### config.mk
export PLATFORM = sky130hd
export DESIGN_NAME = muldiv_sequencer
export DESIGN_NICKNAME = d
export VERILOG_FILES = /design/src/rtl/muldiv_pkg.sv /design/src/rtl/muldiv_datapath.sv /design/src/rtl/muldiv_sequencer.sv
export SDC_FILE = /design/constraint.sdc
export NUM_CORES = 1
export LEC_CHECK = 0
export CORE_ASPECT_RATIO = 0.5
export CORE_MARGIN = 2
export CORE_UTILIZATION = 61
export CTS_CLUSTER_SIZE = 25
export DETAILED_ROUTE_END_ITERATION = 8
export GPL_TIMING_DRIVEN = 0
export PLACE_DENSITY = 0.78
export SLEW_MARGIN = 10
export SYNTH_ARGS = -nofsm -noshare
export SYNTH_HDL_FRONTEND = slang
export SYNTH_SLANG_ARGS = --single-unit
### constraint.sdc
create_clock -name clk -period 4.27 [get_ports clk]
set_input_delay 1.281 -clock clk [delete_from_list [all_inputs] [get_ports clk]]
set_output_delay 1.281 -clock clk [all_outputs]
set_load 0.03 [all_outputs]
### src/rtl/muldiv_pkg.sv
// Shared definitions for the RV32M iterative multiply/divide unit.
package muldiv_pkg;

    localparam int XLEN_DEFAULT = 32;

    // funct7 value that marks an R-type instruction as an M-extension op
    localparam logic [6:0] FUNCT7_M = 7'b0000001;

    localparam logic [2:0] MD_MUL    = 3'b000;
    localparam logic [2:0] MD_MULH   = 3'b001;
    localparam logic [2:0] MD_MULHSU = 3'b010;
    localparam logic [2:0] MD_MULHU  = 3'b011;
    localparam logic [2:0] MD_DIV    = 3'b100;
    localparam logic [2:0] MD_DIVU   = 3'b101;
    localparam logic [2:0] MD_REM    = 3'b110;
    localparam logic [2:0] MD_REMU   = 3'b111;

    typedef enum logic [2:0] {
        S_IDLE,
        S_PREP,
        S_RUN,
        S_FIXUP,
        S_DONE
    } state_t;

    // rs1 is treated as two's complement for these ops
    function automatic logic a_signed(input logic [2:0] f3);
        return (f3 == MD_MULH) || (f3 == MD_MULHSU) || (f3 == MD_DIV) || (f3 == MD_REM);
    endfunction

    // rs2 is treated as two's complement for these ops
    function automatic logic b_signed(input logic [2:0] f3);
        return (f3 == MD_MULH) || (f3 == MD_DIV) || (f3 == MD_REM);
    endfunction

endpackage

### src/rtl/muldiv_datapath.sv
// Operand capture, magnitude conditioning, shift-add / restoring-divide
// accumulator and final sign fixup for the multiply/divide sequencer.
module muldiv_datapath
    import muldiv_pkg::*;
#(
    parameter int XLEN = XLEN_DEFAULT
) (
    input  logic            clk,
    input  logic            rst_n,
    input  logic            capture,
    input  logic            load,
    input  logic            step,
    input  logic [2:0]      funct3,
    input  logic [XLEN-1:0] op_a,
    input  logic [XLEN-1:0] op_b,
    output logic            special,
    output logic [XLEN-1:0] special_word,
    output logic [XLEN-1:0] fix_word
);

    localparam logic [XLEN-1:0] MIN_VAL = {1'b1, {(XLEN-1){1'b0}}};

    function automatic logic [XLEN-1:0] neg_word(input logic [XLEN-1:0] v);
        return -v;
    endfunction

    function automatic logic [2*XLEN-1:0] neg_wide(input logic [2*XLEN-1:0] v);
        return -v;
    endfunction

    logic [2:0]        f3_q;
    logic [XLEN-1:0]   a_q;
    logic [XLEN-1:0]   b_q;
    logic [XLEN-1:0]   mag_b;
    logic [2*XLEN-1:0] acc;
    logic              neg_q;
    logic              neg_r;

    logic              sa;
    logic              sb;
    logic [XLEN-1:0]   abs_a;
    logic [XLEN-1:0]   abs_b;
    logic              div_zero;
    logic              div_ovf;
    logic [XLEN:0]     msum;
    logic [XLEN:0]     dtrial;
    logic [2*XLEN-1:0] prod_fix;
    logic [XLEN-1:0]   quo_fix;
    logic [XLEN-1:0]   rem_fix;

    // operand magnitudes, short-circuit detection and the per-cycle step arithmetic
    always_comb begin
        sa       = a_signed(f3_q) & a_q[XLEN-1];
        sb       = b_signed(f3_q) & b_q[XLEN-1];
        abs_a    = sa ? neg_word(a_q) : a_q;
        abs_b    = sb ? neg_word(b_q) : b_q;
        div_zero = f3_q[2] && (b_q == '0);
        div_ovf  = ((f3_q == MD_DIV) || (f3_q == MD_REM)) && (a_q == MIN_VAL) && (b_q == '1);
        special  = div_zero || div_ovf;
        if (div_zero) begin
            special_word = f3_q[1] ? a_q : '1;
        end else begin
            special_word = f3_q[1] ? '0 : MIN_VAL;
        end
        // multiply: add multiplicand into the high half when the current multiplier bit is set
        msum   = {1'b0, acc[2*XLEN-1:XLEN]} + (acc[0] ? {1'b0, mag_b} : '0);
        // divide: partial remainder after the left shift, minus divisor; MSB is the borrow
        dtrial = acc[2*XLEN-1:XLEN-1] - {1'b0, mag_b};
    end

    // sign correction and output word selection
    always_comb begin
        prod_fix = neg_q ? neg_wide(acc) : acc;
        quo_fix  = neg_q ? neg_word(acc[XLEN-1:0]) : acc[XLEN-1:0];
        rem_fix  = neg_r ? neg_word(acc[2*XLEN-1:XLEN]) : acc[2*XLEN-1:XLEN];
        case (f3_q)
            MD_MUL:                         fix_word = prod_fix[XLEN-1:0];
            MD_MULH, MD_MULHSU, MD_MULHU:   fix_word = prod_fix[2*XLEN-1:XLEN];
            MD_DIV, MD_DIVU:                fix_word = quo_fix;
            MD_REM, MD_REMU:                fix_word = rem_fix;
            default:                        fix_word = '0;
        endcase
    end

    // operand latch, accumulator initialisation and one iteration per step strobe
    always_ff @(posedge clk or negedge rst_n) begin
        if (!rst_n) begin
            f3_q  <= '0;
            a_q   <= '0;
            b_q   <= '0;
            mag_b <= '0;
            acc   <= '0;
            neg_q <= 1'b0;
            neg_r <= 1'b0;
        end else begin
            if (capture) begin
                f3_q <= funct3;
                a_q  <= op_a;
                b_q  <= op_b;
            end
            if (load) begin
                acc   <= {{XLEN{1'b0}}, abs_a};
                mag_b <= abs_b;
                neg_q <= sa ^ sb;
                neg_r <= sa;
            end else if (step) begin
                if (f3_q[2]) begin
                    if (!dtrial[XLEN]) begin
                        acc <= {dtrial[XLEN-1:0], acc[XLEN-2:0], 1'b1};
                    end else begin
                        acc <= {acc[2*XLEN-2:0], 1'b0};
                    end
                end else begin
                    acc <= {msum, acc[XLEN-1:1]};
                end
            end
        end
    end

endmodule

### src/rtl/muldiv_sequencer.sv
// RV32M iterative multiply/divide unit: control FSM, iteration counter and
// result register around the shared shift/add-subtract datapath.
module muldiv_sequencer
    import muldiv_pkg::*;
#(
    parameter int XLEN  = XLEN_DEFAULT,
    parameter int CNT_W = $clog2(XLEN) + 1
) (
    input  logic            clk,
    input  logic            rst_n,
    input  logic            start,
    input  logic [2:0]      funct3,
    input  logic [XLEN-1:0] op_a,
    input  logic [XLEN-1:0] op_b,
    input  logic            flush,
    output logic            busy,
    output logic            done,
    output logic [XLEN-1:0] result
);

    state_t           state;
    logic [CNT_W-1:0] cnt;
    logic             capture;
    logic             load;
    logic             step;
    logic             special;
    logic [XLEN-1:0]  special_word;
    logic [XLEN-1:0]  fix_word;

    // datapath strobes decoded from the current state
    always_comb begin
        capture = (state == S_IDLE) && start && !flush;
        load    = (state == S_PREP);
        step    = (state == S_RUN);
    end

    muldiv_datapath #(
        .XLEN (XLEN)
    ) u_datapath (
        .clk          (clk),
        .rst_n        (rst_n),
        .capture      (capture),
        .load         (load),
        .step         (step),
        .funct3       (funct3),
        .op_a         (op_a),
        .op_b         (op_b),
        .special      (special),
        .special_word (special_word),
        .fix_word     (fix_word)
    );

    // control FSM; flush overrides all progression and never touches result
    always_ff @(posedge clk or negedge rst_n) begin
        if (!rst_n) begin
            state  <= S_IDLE;
            busy   <= 1'b0;
            done   <= 1'b0;
            result <= '0;
            cnt    <= '0;
        end else begin
            done <= 1'b0;
            if (flush) begin
                state <= S_IDLE;
                busy  <= 1'b0;
            end else begin
                case (state)
                    S_IDLE: begin
                        if (start) begin
                            state <= S_PREP;
                            busy  <= 1'b1;
                        end
                    end
                    S_PREP: begin
                        if (special) begin
                            result <= special_word;
                            state  <= S_DONE;
                            done   <= 1'b1;
                        end else begin
                            cnt   <= CNT_W'(XLEN);
                            state <= S_RUN;
                        end
                    end
                    S_RUN: begin
                        cnt <= cnt - CNT_W'(1);
                        if (cnt == CNT_W'(1)) begin
                            state <= S_FIXUP;
                        end
                    end
                    S_FIXUP: begin
                        result <= fix_word;
                        state  <= S_DONE;
                        done   <= 1'b1;
                    end
                    S_DONE: begin
                        state <= S_IDLE;
                        busy  <= 1'b0;
                    end
                    default: begin
                        state <= S_IDLE;
                        busy  <= 1'b0;
                    end
                endcase
            end
        end
    end

endmodule
Word-level counts from Yosys, hierarchy flattened --
Index checks and enable logic that the tools add are counted. W data, S select, Z words.
Storage, ports and cells: memory bits (writable) 0, bits of input ports 71, bits in latches 0, bits in registers 208, ROM bits 0, output and inout port bits 34, memories 0
Operators by class: eq/ne operators 18, reductions and logical operators 26, multipliers 0, bitwise operators 4, add/subtract/negate cells 8, mux-type cells 29, order comparisons 0, divide/modulo/power cells 0, shift operators 0
Operator list (count):
- $mux W64 | 5
- $mux W32 | 9
- $neg A32 Y32 | 4
- $pmux W32 S4 | 1
- $eq A32 B32 Y1 const B | 2
- $neg A64 Y64 | 1
- $pmux W32 S2 | 1
- $add A32 B33 Y33 | 1
- $sub A33 B32 Y33 | 1
- $logic_not A32 Y1 | 1
- $eq A3 B2 Y1 const B | 4
- $eq A3 B3 Y1 const B | 4
- $mux W3 | 4
- $pmux W3 S4 | 1
- $pmux W6 S2 | 1
- $logic_or A1 B1 Y1 | 7
- $eq A3 B1 Y1 const B | 2
- $eq A6 B1 Y1 const B | 1
- $logic_not A3 Y1 | 2
- $mux W6 | 1
- $reduce_and A3 Y1 | 2
- $reduce_or A3 Y1 | 2
- $sub A6 B1 Y6 const B | 1
- $logic_and A1 B1 Y1 | 5
- other kinds (13) | 22

Logic depth before layout (Yosys ltp) --
Gate-level depths: netlist (run 1).
depth after elaboration 8, gate-level depth with buffers 15, mapped depth without buffers 13

Cells and area by module --
From an unflattened synthesis (run 1), not the netlist that was laid out.
Unflattened totals: cell total of the unflattened synthesis 2085, area total of the unflattened synthesis 17334.1 µm²
By module, submodules not included:
- muldiv_datapath | area each 15014.4 µm², cells an instance 1920, seq. area each 4129.0 µm², times used 1
- muldiv_sequencer | area each 2319.7 µm², cells an instance 165, seq. area each 1076.0 µm², times used 1

Least setup slack after synthesis (run 1) --
No wires, ideal clock.
kind reg-to-reg, from reg u_datapath.acc[0], to reg u_datapath.acc[56], arrival 3.319 ns, period minus slack after synthesis 3.443 ns, path slack 0.827 ns, required time 4.146 ns, cell stages (with the launch flop) 13, cell sequence dfrtp_1 > inv_1 > clkbuf_1 > nor2_1 > ha_1 > a2111o_1 > o2111a_1 > or3b_2 > a21o_1 > a21boi_0 > o21ai_0 > xor2_1 > a211o_1
On the way: cells in the longest elaborated chain, start to end 5
RTL lines:
- start, declared | RTL line muldiv_datapath.sv:35 | logic [2*XLEN-1:0] acc;
- start signal, assigned | RTL line muldiv_datapath.sv:102 | acc <= {{XLEN{1'b0}}, abs_a};
- start signal, assigned | RTL line muldiv_datapath.sv:109 | acc <= {dtrial[XLEN-1:0], acc[XLEN-2:0], 1'b1};
- start signal, assigned | RTL line muldiv_datapath.sv:111 | acc <= {acc[2*XLEN-2:0], 1'b0};
- $mux W32 | RTL line muldiv_datapath.sv:66 | msum = {1'b0, acc[2*XLEN-1:XLEN]} + (acc[0] ? {1'b0, mag_b} : '0);
- $add A32 B33 Y33 | RTL line muldiv_datapath.sv:66
- $mux W64 | RTL line muldiv_datapath.sv:107 | if (f3_q[2]) begin
- $mux W64 | RTL line muldiv_datapath.sv:106 | end else if (step) begin
- $mux W64 | RTL line muldiv_datapath.sv:101 | if (load) begin
Every way passes these cells. The select of a mux whose other input is x is not followed. A chain may end at the register's enable or synchronous reset.

Worst setup path after layout (run 1) --
from reg u_datapath.b_q[8], to reg result[23]
On the way: cells in the longest elaborated chain, start to end 5, elaborated cells between the ends (all ways) 10
RTL lines:
- start, declared | RTL line muldiv_datapath.sv:33 | logic [XLEN-1:0] b_q;
- start signal, assigned | RTL line muldiv_datapath.sv:99 | b_q <= op_b;
- $logic_not A32 Y1 or $eq A32 B32 Y1 (tied branches) | RTL line muldiv_datapath.sv:57, muldiv_datapath.sv:58
- $logic_and A1 B1 Y1 (on tied branches) | RTL line muldiv_datapath.sv:57, muldiv_datapath.sv:58
- $mux W32 or $logic_or A1 B1 Y1 (tied branches) | RTL line muldiv_datapath.sv:60, muldiv_datapath.sv:59
- $mux W32 or $ne A2 B1 Y1 (tied branches)
- $pmux W32 S2 or $reduce_and A3 Y1 (tied branches)
- end signal, assigned | RTL line muldiv_sequencer.sv:76 | result <= special_word;
- end signal, assigned | RTL line muldiv_sequencer.sv:91 | result <= fix_word;
- end, declared | RTL line muldiv_sequencer.sv:18 | output logic [XLEN-1:0] result
Several ways; a longest one is shown, not always the timed one. The select of a mux whose other input is x is not followed.

==> out/qor.yml, run 1 <==
status: "finished with violations"
violations: "setup timing"
reg2reg_slack_ns: -0.11
fin_crit_sh_pct: 103
place_congestion: 1.07
setup_tns_ns: -0.172
max_cap_violations: 0
drt-pass1-iter-count: 9
finalCriticalPeriod_ns: 4.38
wl_met2_um: 25600
whs_endpoint: "u_datapath.mag_b[18]"
htree_levels: 1
power_leakage_nw: 7.93
clock_skew_ns: 0.0285
ant_nets: 0
post_drt_wl_per_cell_um: 24.5
dp_hpwl_um: 47700
grt_usage_pct: 43.5
cts_tree: "yes"
drive_above_1_share_pct: 6.99
placementRows: 43
core_mm2: 0.0275
rsz0062_at_grt: "yes"
r2r_end: "result[23]"
fp.dieW_um: 240
cts_buffer_depth: 3
whs_path_depth: 2
vias: 17762
placed_cell_area_mm2: 0.0185
r2r_cells: 11
yosysTopAreaCell: "dfrtp_1"
grt_max_degree: 110
antenna_found_initial: 1
hp-start: "u_datapath.mag_b[18]"
syn_nets: 2221
synth_area_leaders: "dfrtp_1 (31%), o21ai_0 (5.6%), ha_1 (5.2%), xnor2_1 (4.7%), a21oi_1 (4.6%)"
drt-met1-wl_um: 25900
syn_avg_cell_area_um2: 8.15
synth_area_mm2: 0.0169
path_max_fanout: 10
seqCellArea_mm2: 0.00521
synth_edf_count: 0
vias_per_cell: 6.83
pin_count: 105
peakVddDrop_v: 0.000355
rr_startpoint: "u_datapath.b_q[8]"
fmax_mhz: 228
slew-limit-headroom_pct: 18.3
wl_met3_um: 9500
postLayoutSetupSlackWorst_ns: -0.107
insertion_delay_ns: 0.54
p_per_area_mw_per_mm2: 801
min_path_type: "register to register"
worst-setup-path-type: "register to register"
synth_top_area_share_pct: 30.8
die_h_um: 122
root_buffer: "clkbuf_16"
grt_first_pass_wirelength_um: 95800
drc: 0
ys_types: 78
ys_warn_count: 0
multi_input_area_mm2: 0.0109
port_buffers: 104
critPathCaptureType: "register"
syn_inst: 2077
finalHoldViolations: 0
hold_buffers: 0
ys_ff_latch: 208
final_cell_area_mm2: 0.0192
highest_layer: "met5"
setup_violations: 2
start_util_pct: 61.6
holdWs_ns: 0.481
slew_violations: 0
synth_ff_type: "dfrtp_1"
dieArea_mm2: 0.0292
drt-total-wl_um: 63600
cts_buffers: 20
async_flop_share_pct: 100
cp_data_arrival_time_ns: 4.84
cp_data_required_time_ns: 4.73
dr.first_iter.drc_count: 2815
finalPower_mw: 15.4
cts.sinks: 208
ys_seq_area_share_pct: 30.8
fillCellCount: 2305
cp-start-kind: "register"
path_clk_slew_ns: 0.07
areaGrowthSynthToFinish_pct: 13.6
fin_nets: 2350
grt_overflow: 0
worst_pin_slew_ns: 1.23
grt_pass1_vias: 16356
-- metal layers --
layer | up-vias | GRT usage, %
met5 | - | 1.01
met4 | 2 | 16.4
met3 | 207 | 14.7
met2 | 1271 | 62.2
met1 | 8489 | 60.6
li1 | 7793 | -
-- how the worst max path moves through the flow --
stage / depth (start not counted) / slack [ns] / to / start
after CTS: 11 / 0.05 / u_datapath.acc[62] / u_datapath.acc[42]
after floorplan: 12 / 0.83 / u_datapath.acc[56] / u_datapath.acc[0]
after global placement: 1 / -6.90 / u_datapath.acc[50] / rst_n
final: 11 / -0.11 / result[23] / u_datapath.b_q[8]
after detailed placement: 13 / -0.45 / u_datapath.acc[51] / u_datapath.acc[42]
after global routing: 10 / -0.12 / result[29] / u_datapath.b_q[8]
-- stage by stage --
| step | utilization, % | std cells | worst slack (ns) |
|---|---|---|---|
| after floorplan | - | 2077 | 0.827 |
| after global placement | 67.1 | 2563 | -6.90 |
| after detailed placement | 67.2 | 2564 | -0.448 |
| after CTS | 69.7 | 2597 | 0.0483 |
| after global routing | 69.9 | 2599 | -0.124 |
| final | 69.9 | 2600 | -0.107 |
-- worst max-delay path, stage by stage (launching register included) --
cell and delay (ns):
dfrtp_1 0.44, or4_1 0.57, or3_1 0.32, clkbuf_1 0.21, nor3_2 0.40, nand2_1 0.24
nor3_2 0.59, nand2_1 0.37, clkbuf_1 0.43, nor3_1 0.54, a21oi_1 0.08, o211ai_1 0.11
-- Yosys cell counts (45+ instances only) --
library cell / n
mux2_2: 69
xnor2_1: 90
clkbuf_1: 116
nor2_1: 149
o21ai_0: 189
xor2_1: 88
a21oi_1: 156
nand2_1: 208
inv_1: 85
ha_1: 71
nor3_1: 53
dfrtp_1: 208
mux2i_1: 45
-- cells by family (layout without fill, tap and decap cells) --
kind of cell | count (synthesis) | after routing | share of synthesized area (%)
AO/OA/AOI/OAI | 643 | 643 | 24.0
XOR/XNOR | 178 | 178 | 9.21
adder cells (fa/ha/maj) | 73 | 73 | 5.49
buffers and inverters | 219 | 359 | 4.95
flip-flops | 208 | 208 | 30.8
multiplexers | 114 | 114 | 7.25
other | 0 | 1 | 0
AND/OR/NAND/NOR | 642 | 642 | 18.3
-- repair_timing --
action                                  CTS  global route
pin swaps                                 0             3
cloned                                    0             0
setup buffers                             0             2
endpoints found under the setup margin   20            35
gates resized for setup                   6            14
hold endpoints to repair                  0             0
-- layout by cell type, fill, tap and decap left out, drive strengths merged, types with 23 or more instances in the layout --
master	n
nand2	208
nand4	23
nor2b	26
o31ai	34
mux2	69
o211ai	38
nand3	37
a21oi	156
nor2	150
a31oi	24
a21o	25
xor2	88
inv	85
clkbuf	142
xnor2	90
mux2i	45
ha	71
clkdlybuf4s50	103
nand2b	27
o21ai	199
or3	30
dfrtp	208
nor3	55
-- layout make-up --
cell class | instances | area share [%]
multi-input combinational | 1650 | 56.7
inverter | 85 | 1.66
antenna | 1 | 0.0130
timing repair buffer | 107 | 5.66
sequential | 208 | 27.1
clock buffer | 26 | 2.99
buffer | 134 | 2.76
tap | 382 | 2.49
clock inverter | 7 | 0.612
-- power breakdown --
part	leakage, nW	switching [mW]	internal (mW)
Sequential	2.58	0.978	2.65
Clock	0.341	0.835	1.13
Combinational	5.00	6.19	3.61
-- registers in the layout, indices dropped and copies added, names as in the netlist --
| register | cells |
|---|---|
| u_datapath.f3_q | 3 |
| done | 1 |
| u_datapath.acc | 64 |
| u_datapath.mag_b | 32 |
| state | 3 |
| u_datapath.a_q | 32 |
| u_datapath.b_q | 32 |
| cnt | 6 |
| busy | 1 |
| result | 32 |
| u_datapath.neg_q | 1 |
| u_datapath.neg_r | 1 |
No activity file was read; power rests on OpenSTA's default activity.
==> run 2, diff against run 1 <==
--- a/config.mk
+++ b/config.mk
@@ -6,11 +6,11 @@
 export NUM_CORES = 1
 export LEC_CHECK = 0
 export CORE_ASPECT_RATIO = 0.5
-export CORE_MARGIN = 2
 export CORE_UTILIZATION = 61
 export CTS_CLUSTER_SIZE = 25
 export DETAILED_ROUTE_END_ITERATION = 8
 export GPL_TIMING_DRIVEN = 0
+export HOLD_SLACK_MARGIN = 0.08
 export PLACE_DENSITY = 0.78
 export SLEW_MARGIN = 10
 export SYNTH_ARGS = -nofsm -noshare
==> run 2 against run 1 <==
- the flow now finishes without violations
- hold slack barely moved
- sequential power about the same
- count of clock-buffer cells in the layout rose by 3
- power is 1.3% lower
- largest cell class unchanged
- largest power group unchanged
==> out/qor.yml, run 2 (same netlist as run 1, synthesis figures left out) <==
pre_cts_ws_ns: -0.659
largest_reg_flops: 64
dr.first_iter.drc_count: 2702
cts_tree: "yes"
grt_pass1_vias: 16430
dieArea_mm2: 0.0285
fp.dieW_um: 238
worst_pin_slew_ns: 1.44
die_h_um: 120
grt_first_pass_wirelength_um: 95300
final_util_pct: 71.3
setup_violations: 0
place_congestion: 1.09
fin_cells: 2591
finalCriticalPeriod_ns: 4.20
post_drt_wl_per_cell_um: 24.2
drt-pass1-iter-count: 6
multi_input_area_mm2: 0.0109
status: "finished clean"
grt_usage_pct: 44.1
layout_common_cells: "nand2_1 (208), dfrtp_1 (208), o21ai_0 (189), a21oi_1 (155), nor2_1 (149)"
dp_cells: 2556
slew-limit-headroom_pct: 3.80
slew_violations: 0
rsz0062_at_grt: "no"
drt-total-wl_um: 62600
root_buffer: "clkbuf_16"
n_antenna_cell: 0
setup_tns_ns: 0
cts.sinks: 208
path_clk_slew_ns: 0.07
start_util_pct: 63.0
htree_levels: 1
grt_max_degree: 110
drive_above_1_share_pct: 6.72
fin_crit_sh_pct: 98.3
peakVddDrop_v: 0.000418
cp_data_required_time_ns: 4.65
min_path_type: "register to register"
finalPower_mw: 15.2
seqCellArea_mm2: 0.00520
path_max_fanout: 10
drc: 0
fmax_mhz: 238
areaGrowthSynthToFinish_pct: 13.1
cp_data_arrival_time_ns: 4.57
finalHoldViolations: 0
max_cap_violations: 0
cts_buffer_depth: 3
fin_nets: 2351
hold_buffers: 0
placementRows: 42
pin_count: 105
core_mm2: 0.0269
worst-setup-path-type: "register to register"
vias_per_cell: 6.82
antenna_found_initial: 1
grt_overflow: 0
critPathCaptureType: "register"
fillCellCount: 2188
cp-start-kind: "register"
vias: 17666
cts_buffers: 21
ant_nets: 0
port_buffers: 104
insertion_delay_ns: 0.54
power_leakage_nw: 7.90
regMostFlops: "u_datapath.acc"
p_per_area_mw_per_mm2: 793
postLayoutSetupSlackWorst_ns: 0.0745
clock_skew_ns: 0.0198
dp_hpwl_um: 47100
## run 2: path summary, 6_finish.rpt
kind                                    from            endpoint  slack (ns)  depth (start not counted)
setup / recovery           u_datapath.acc[0]           result[6]        0.07                         13
hold / removal                          busy                busy        0.48                          2
setup reg to reg           u_datapath.acc[0]           result[6]        0.07                         13
hold reg to reg                         busy                busy        0.48                          2
max in group asynchronous              rst_n  u_datapath.acc[39]        2.40                          2
min in group asynchronous              rst_n   u_datapath.a_q[5]        0.79                          1
## run 2: cell type report
cell class | count | area share (%)
inverters | 85 | 1.67
well taps | 374 | 2.44
repair buffers | 107 | 5.69
clock inverters | 4 | 0.118
clock buffers | 29 | 3.11
multi-input cells | 1650 | 57.0
plain buffers | 134 | 2.75
flip-flops and latches | 208 | 27.2
## run 2: power breakdown
group / switching [mW] / internal [mW]
logic: 6.16 / 3.60
registers: 0.970 / 2.65
clock network: 0.848 / 0.967
total: 7.97 / 7.21
## run 2: metrics by stage
step | area [um^2] | hold WS [ns]
after floorplan | 16900 | 0.450
after global placement | 18400 | 0.458
after detailed placement | 18500 | 0.468
after CTS | 19100 | 0.483
after global routing | 19100 | 0.499
final | 19100 | 0.480
## run 2: layer usage
layer,global-route usage (%),vias up,part of all wire (%)
met3,15.4,189,16
li1,-,7794,-
met4,17.7,2,3.8
met5,0,-,0.011
met1,61.3,8404,40
met2,62.2,1277,40
## run 2: timing repair
item                       CTS  global route
resized for setup            6            10
pin swaps                    0             2
setup buffers                0             2
setup endpoints to repair   28            23
## run 2: worst max-delay path, stage by stage (launching register included)
cell and delay, ns:
dfrtp_1 0.52, inv_1 0.20, clkbuf_2 0.29, ha_1 0.31, nand2b_1 0.12, or4_1 0.48, clkbuf_1 0.19, or3_1 0.42
buf_2 0.18, nor2_4 0.25, nand2_1 0.11, and3_1 0.19, a2111oi_1 0.61, o31ai_1 0.17
==> RTL edit 1: new RTL, flow settings as in run 2 <==
`XLEN_DEFAULT`: 32 -> 16.
--- a/src/rtl/muldiv_pkg.sv
+++ b/src/rtl/muldiv_pkg.sv
@@ -3,3 +3,3 @@
 
-    localparam int XLEN_DEFAULT = 32;
+    localparam int XLEN_DEFAULT = 16;
 
Ports: changed (resized op_a, op_b and result); port bits go from 105 to 57. No check against the original RTL was run, so the function may have changed too.
==> RTL edit 1 against run 2 <==
- cell area shrank 50%
- first-iteration DRC count shrank 59%
- synthesized area shrank 50%
- setup slack gained 150 ps
- routed wire length shrank 55%
- power shrank 51%
- sequential cell count shrank 97
- die area shrank 49%
==> RTL edit 1: results (changes against run 2) <==
outcome: finished clean (unchanged)
Slew headroom: 0.165 (was 0.0380)
Leak Pwr: 3.99 nW (was 7.90 nW)
Non-clk bufs: 120 (was 241)
Final Instance Count excl. Fillers: 1291 (was 2591)
multi-input logic portion of the cell area: 0.553 (was 0.570)
crit path launch: u_datapath.acc[15]$_DFFE_PN0P_ (was u_datapath.acc[0]$_DFFE_PN0P_)
Worst-Skew Late Latency: 360 ps (was 540 ps)
critical path's slowest cell: o41ai_1 (was a2111oi_1)
number of global-route vias before repair: 7872 (was 16400)
Clock buffer cells: 10 (was 29)
crit path DAT: 4250 ps (was 4570 ps)
most instantiated cells after synthesis: 111 x dfrtp_1, 99 x nand2_1, 92 x o21ai_0 (was 208 x dfrtp_1, 208 x nand2_1, 189 x o21ai_0)
register share of the cell area: 0.287 (was 0.272)
Worst VDD drop: 0.334 mV (was 0.418 mV)
fin nets: 1174 (was 2351)
cell family with most CP delay: compound AO/OA/AOI/OAI gates (was simple AND/OR/NAND/NOR gates)
maximum buffer depth of the clock tree: 2 (was 3)
DRC marker count from the first detailed-route iteration: 1115 (was 2702)
skew final: 9.96 ps (was 19.8 ps)
global-route wire length before repair: 43500 um (was 95300 um)
setup bufs post-CTS: 3 (was 0)
fin worst setup slack: 225 ps (was 74.5 ps)
FF-to-FF setup slack: 220 ps (was 70 ps)
Largest stage delay, worst path: 680 ps (was 610 ps)
fin util: 0.711 (was 0.713)
library cells used by synthesis: 65 (was 78)
Mapped Cells: 1023 (was 2077)
power per cell area: 765 nW/um^2 (was 793 nW/um^2)
global placement routability congestion: 1.00 (was 1.09)
Fill cells: 1095 (was 2188)
H-tree depth: 3 (was 1)
sequential fraction of the synthesis area: 0.326 (was 0.308)
Non-CTS inverters: 44 (was 85)
M2 GR Usage: 0.596 (was 0.622)
worst hold endpoint: u_datapath.mag_b[5]$_DFFE_PN0P_ (was busy$_DFFE_PN0P_)
dpl hpwl: 21200 um (was 47100 um)
met2 wire length: 11500 um (was 25000 um)
HP Start: u_datapath.mag_b[5]$_DFFE_PN0P_ (was busy$_DFFE_PN0P_)
Layout area overhead: 13.4% (was 13.1%)
Total GRT Usage: 0.397 (was 0.441)
GR Layer Usage met1: 0.574 (was 0.613)
max reg flops: 32 (was 64)
DR vias: 8447 (was 17700)
-- RTL edit 1: changes by cell type in the layout (fill, tap and decap cells not counted), moves of 41 or more --
cell / before / now
dfrtp_1: 208 / 111
o21ai_0: 189 / 92
nand2_1: 208 / 99
clkbuf_1: 114 / 57
xor2_1: 88 / 42
clkdlybuf4s50_1: 103 / 55
a21oi_1: 155 / 63
nor2_1: 149 / 91
xnor2_1: 89 / 42
inv_1: 85 / 44
-- RTL edit 1: logic make-up after synthesis --
family / count (synthesis) / share of synthesized area
AOI/OAI and AO/OA: 296 / 0.220
xor gates and xnor gates: 84 / 0.0864
adders and majority gates: 41 / 0.0620
buffers and inverters: 104 / 0.0460
DFF: 111 / 0.326
muxes: 61 / 0.0771
and+or+nand+nor: 326 / 0.183
-- RTL edit 1: report_power, final --
| part | internal [mW] | switching, mW | total, mW |
|---|---|---|---|
| clock | 0.413 | 0.442 | 0.855 |
| sequential | 1.41 | 0.505 | 1.92 |
| combinational | 1.80 | 2.82 | 4.62 |
==> RTL edit 2: new RTL, config.mk and constraints of run 2 <==
Without the edit above. Re-encode `state_t` (5 states) as one-hot, 5 bits wide.
--- a/src/rtl/muldiv_pkg.sv
+++ b/src/rtl/muldiv_pkg.sv
@@ -17,8 +17,8 @@
 
-    typedef enum logic [2:0] {
-        S_IDLE,
-        S_PREP,
-        S_RUN,
-        S_FIXUP,
-        S_DONE
+    typedef enum logic [4:0] {
+        S_IDLE  = 5'b00001,
+        S_PREP  = 5'b00010,
+        S_RUN   = 5'b00100,
+        S_FIXUP = 5'b01000,
+        S_DONE  = 5'b10000
     } state_t;
Check against the original RTL: no difference found for any inputs over 10 cycles, from zero or initial values and one cycle with rst_n low; not proved beyond that.
==> RTL edit 2 against run 2 <==
- the run now ends with setup timing left
- setup slack got worse by 99 ps
- sequential share of layout area rose by 0.35 points
- fmax fell by 2.3%
- final cell count rose by 2.0%
- synthesized area fell by 0.75%
- power fell by 31%
- sequential cell count rose by 2
- sequential power fell by 9.4%
- routed wire length fell by 2.3%
- cell area fell by 0.27%
- worst hold slack got worse by 12 ps
- critical path type unchanged
- highest routed layer unchanged
==> RTL edit 2: results (changes against run 2) <==
Fill cells: 2232 (was 2188)
Root Buffer: clkbuf_16 (unchanged)
library cells used by synthesis: 79 (was 78)
IO buf count: 104 (unchanged)
average wire per standard cell: 23.1 um (was 24.2 um)
main flop type after synthesis: dfrtp_1 (unchanged)
DRC marker count from the first detailed-route iteration: 2522 (was 2702)
Top reg by flops: u_datapath.acc (unchanged)
DP Worst Slack: -756 ps (was -659 ps)
maximum buffer depth of the clock tree: 3 (unchanged)
skew final: 42.1 ps (was 19.8 ps)
Warnings, synthesis: 0 (unchanged)
layout cells sized above 1: 0.0454 (was 0.0672)
Via density: 6.72 (was 6.82)
Reg clk slew, reported paths: 80 ps
Slew @ Worst Pin: 1000 ps (was 1440 ps)
violated checks: setup timing
fin nets: 2421 (was 2351)
Total GRT Usage: 0.432 (was 0.441)
Worst-Skew Late Latency: 550 ps
max reg flops: 64 (unchanged)
initial antenna violation count: 0 (was 1)
Leak Pwr: 8.12 nW (was 7.90 nW)
fin worst setup slack: -24.3 ps (was 74.5 ps)
global placement routability congestion: 1.03 (was 1.09)
Largest stage delay, worst path: 640 ps (was 610 ps)
Mapped Cells: 2148 (was 2077)
dpl hpwl: 45700 um (was 47100 um)
post-placement cell count: 2605 (was 2556)
outcome: finished, violations left (was finished clean)
FFs w/ async S/R, synth: 1.00 (unchanged)
final setup violation count: 2 (was 0)
top cells by area, synth: dfrtp_1 31%, nand2_1 7.7%, o21ai_0 5.6% (was dfrtp_1 31%, o21ai_0 5.6%, ha_1 5.2%)
global-route wire length before repair: 93700 um (was 95300 um)
number of global-route vias before repair: 16200 (was 16400)
sequential fraction of the synthesis area: 0.313 (was 0.308)
cell family with most CP delay: simple AND/OR/NAND/NOR gates (unchanged)
largest net degree at the start of global routing: 109 (was 110)
Worst VDD drop: 0.358 mV (was 0.418 mV)
most instantiated cells after synthesis: 345 x nand2_1, 209 x dfrtp_1, 188 x o21ai_0 (was 208 x dfrtp_1, 208 x nand2_1, 189 x o21ai_0)
Net Count, Synth: 2292 (was 2221)
Hold WC Path Type: reg -> reg (unchanged)
critical path's slowest cell: or4_1 (was a2111oi_1)
crit path DAT: 4770 ps (was 4570 ps)
clock buffer count from CTS: 20 (was 21)
ant diodes: 0 (unchanged)
first drt pass iteration count: 6 (unchanged)
final wirelength: 61200 um (was 62600 um)
RTL edit 2: cell types whose count changed after synthesis, sizes merged, moves of 15 or more:
cell / delta
mux2: -63
o211ai: -18
o41ai: +16
a211oi: +22
nand2: +137
nor2b: -15
RTL edit 2: logic make-up after synthesis:
family / after synthesis / share of synthesized area
AOI/OAI and AO/OA: 657 / 0.252
xor gates and xnor gates: 183 / 0.0954
adders and majority gates: 73 / 0.0553
buffers and inverters: 217 / 0.0500
DFF: 210 / 0.313
muxes: 46 / 0.0279
and+or+nand+nor: 762 / 0.207
RTL edit 2: worst paths after layout:
| check | startpoint | to | slack [ps] | cells after the start |
|---|---|---|---|---|
| max | u_datapath.a_q[25]$_DFFE_PN0P_ | result[30]$_DFFE_PN0P_ | -20 | 11 |
| min | result[3]$_DFFE_PN0P_ | result[3]$_DFFE_PN0P_ | 470 | 2 |
| max reg2reg | u_datapath.a_q[25]$_DFFE_PN0P_ | result[30]$_DFFE_PN0P_ | -20 | 11 |
| min reg2reg | result[3]$_DFFE_PN0P_ | result[3]$_DFFE_PN0P_ | 470 | 2 |
| max in group asynchronous | rst_n | u_datapath.b_q[18]$_DFFE_PN0P_ | 2410 | 2 |
| min in group asynchronous | rst_n | result[7]$_DFFE_PN0P_ | 780 | 1 |
RTL edit 2: area by class of cell:
| class | instances | area (um^2) | share of cell area |
|---|---|---|---|
| multi-input cells | 1721 | 10800 | 0.564 |
| flip-flops and latches | 210 | 5260 | 0.275 |
| repair buffers | 109 | 1100 | 0.0578 |
| clock buffers | 27 | 567 | 0.0297 |
| plain buffers | 140 | 558 | 0.0292 |
| well taps | 352 | 440 | 0.0231 |
| inverters | 75 | 282 | 0.0147 |
| clock inverters | 8 | 106 | 0.00557 |
RTL edit 2: layer usage:
metal | wire (um) | part of all wire | GRT usage | vias to the layer above
li1 | - | - | - | 7974
met1 | 26200 | 0.43 | 0.630 | 8468
met2 | 24600 | 0.40 | 0.612 | 1166
met3 | 8210 | 0.13 | 0.115 | 153
met4 | 2090 | 0.034 | 0.146 | 2
met5 | 75 | 0.0012 | 0.0214 | -
RTL edit 2: where the power goes:
| group | switching, mW | internal [mW] |
|---|---|---|
| clock network | 0.873 | 1.06 |
| logic | 3.33 | 1.95 |
| registers | 0.757 | 2.51 |
RTL edit 2: timing repair:
item,4_1_cts,5_1_grt
buffers inserted,0,4
resized for setup,12,11
gates cloned,0,0
pin swaps,0,3
setup endpoints to repair,70,62
RTL edit 2: through the flow:
step	setup TNS (ps)	area, um^2
floorplan	0	16800
global placement	-1465040	18300
detailed placement	-27190	18300
CTS	0	19000
global route	-23.0	19100
finish	-40.3	19100
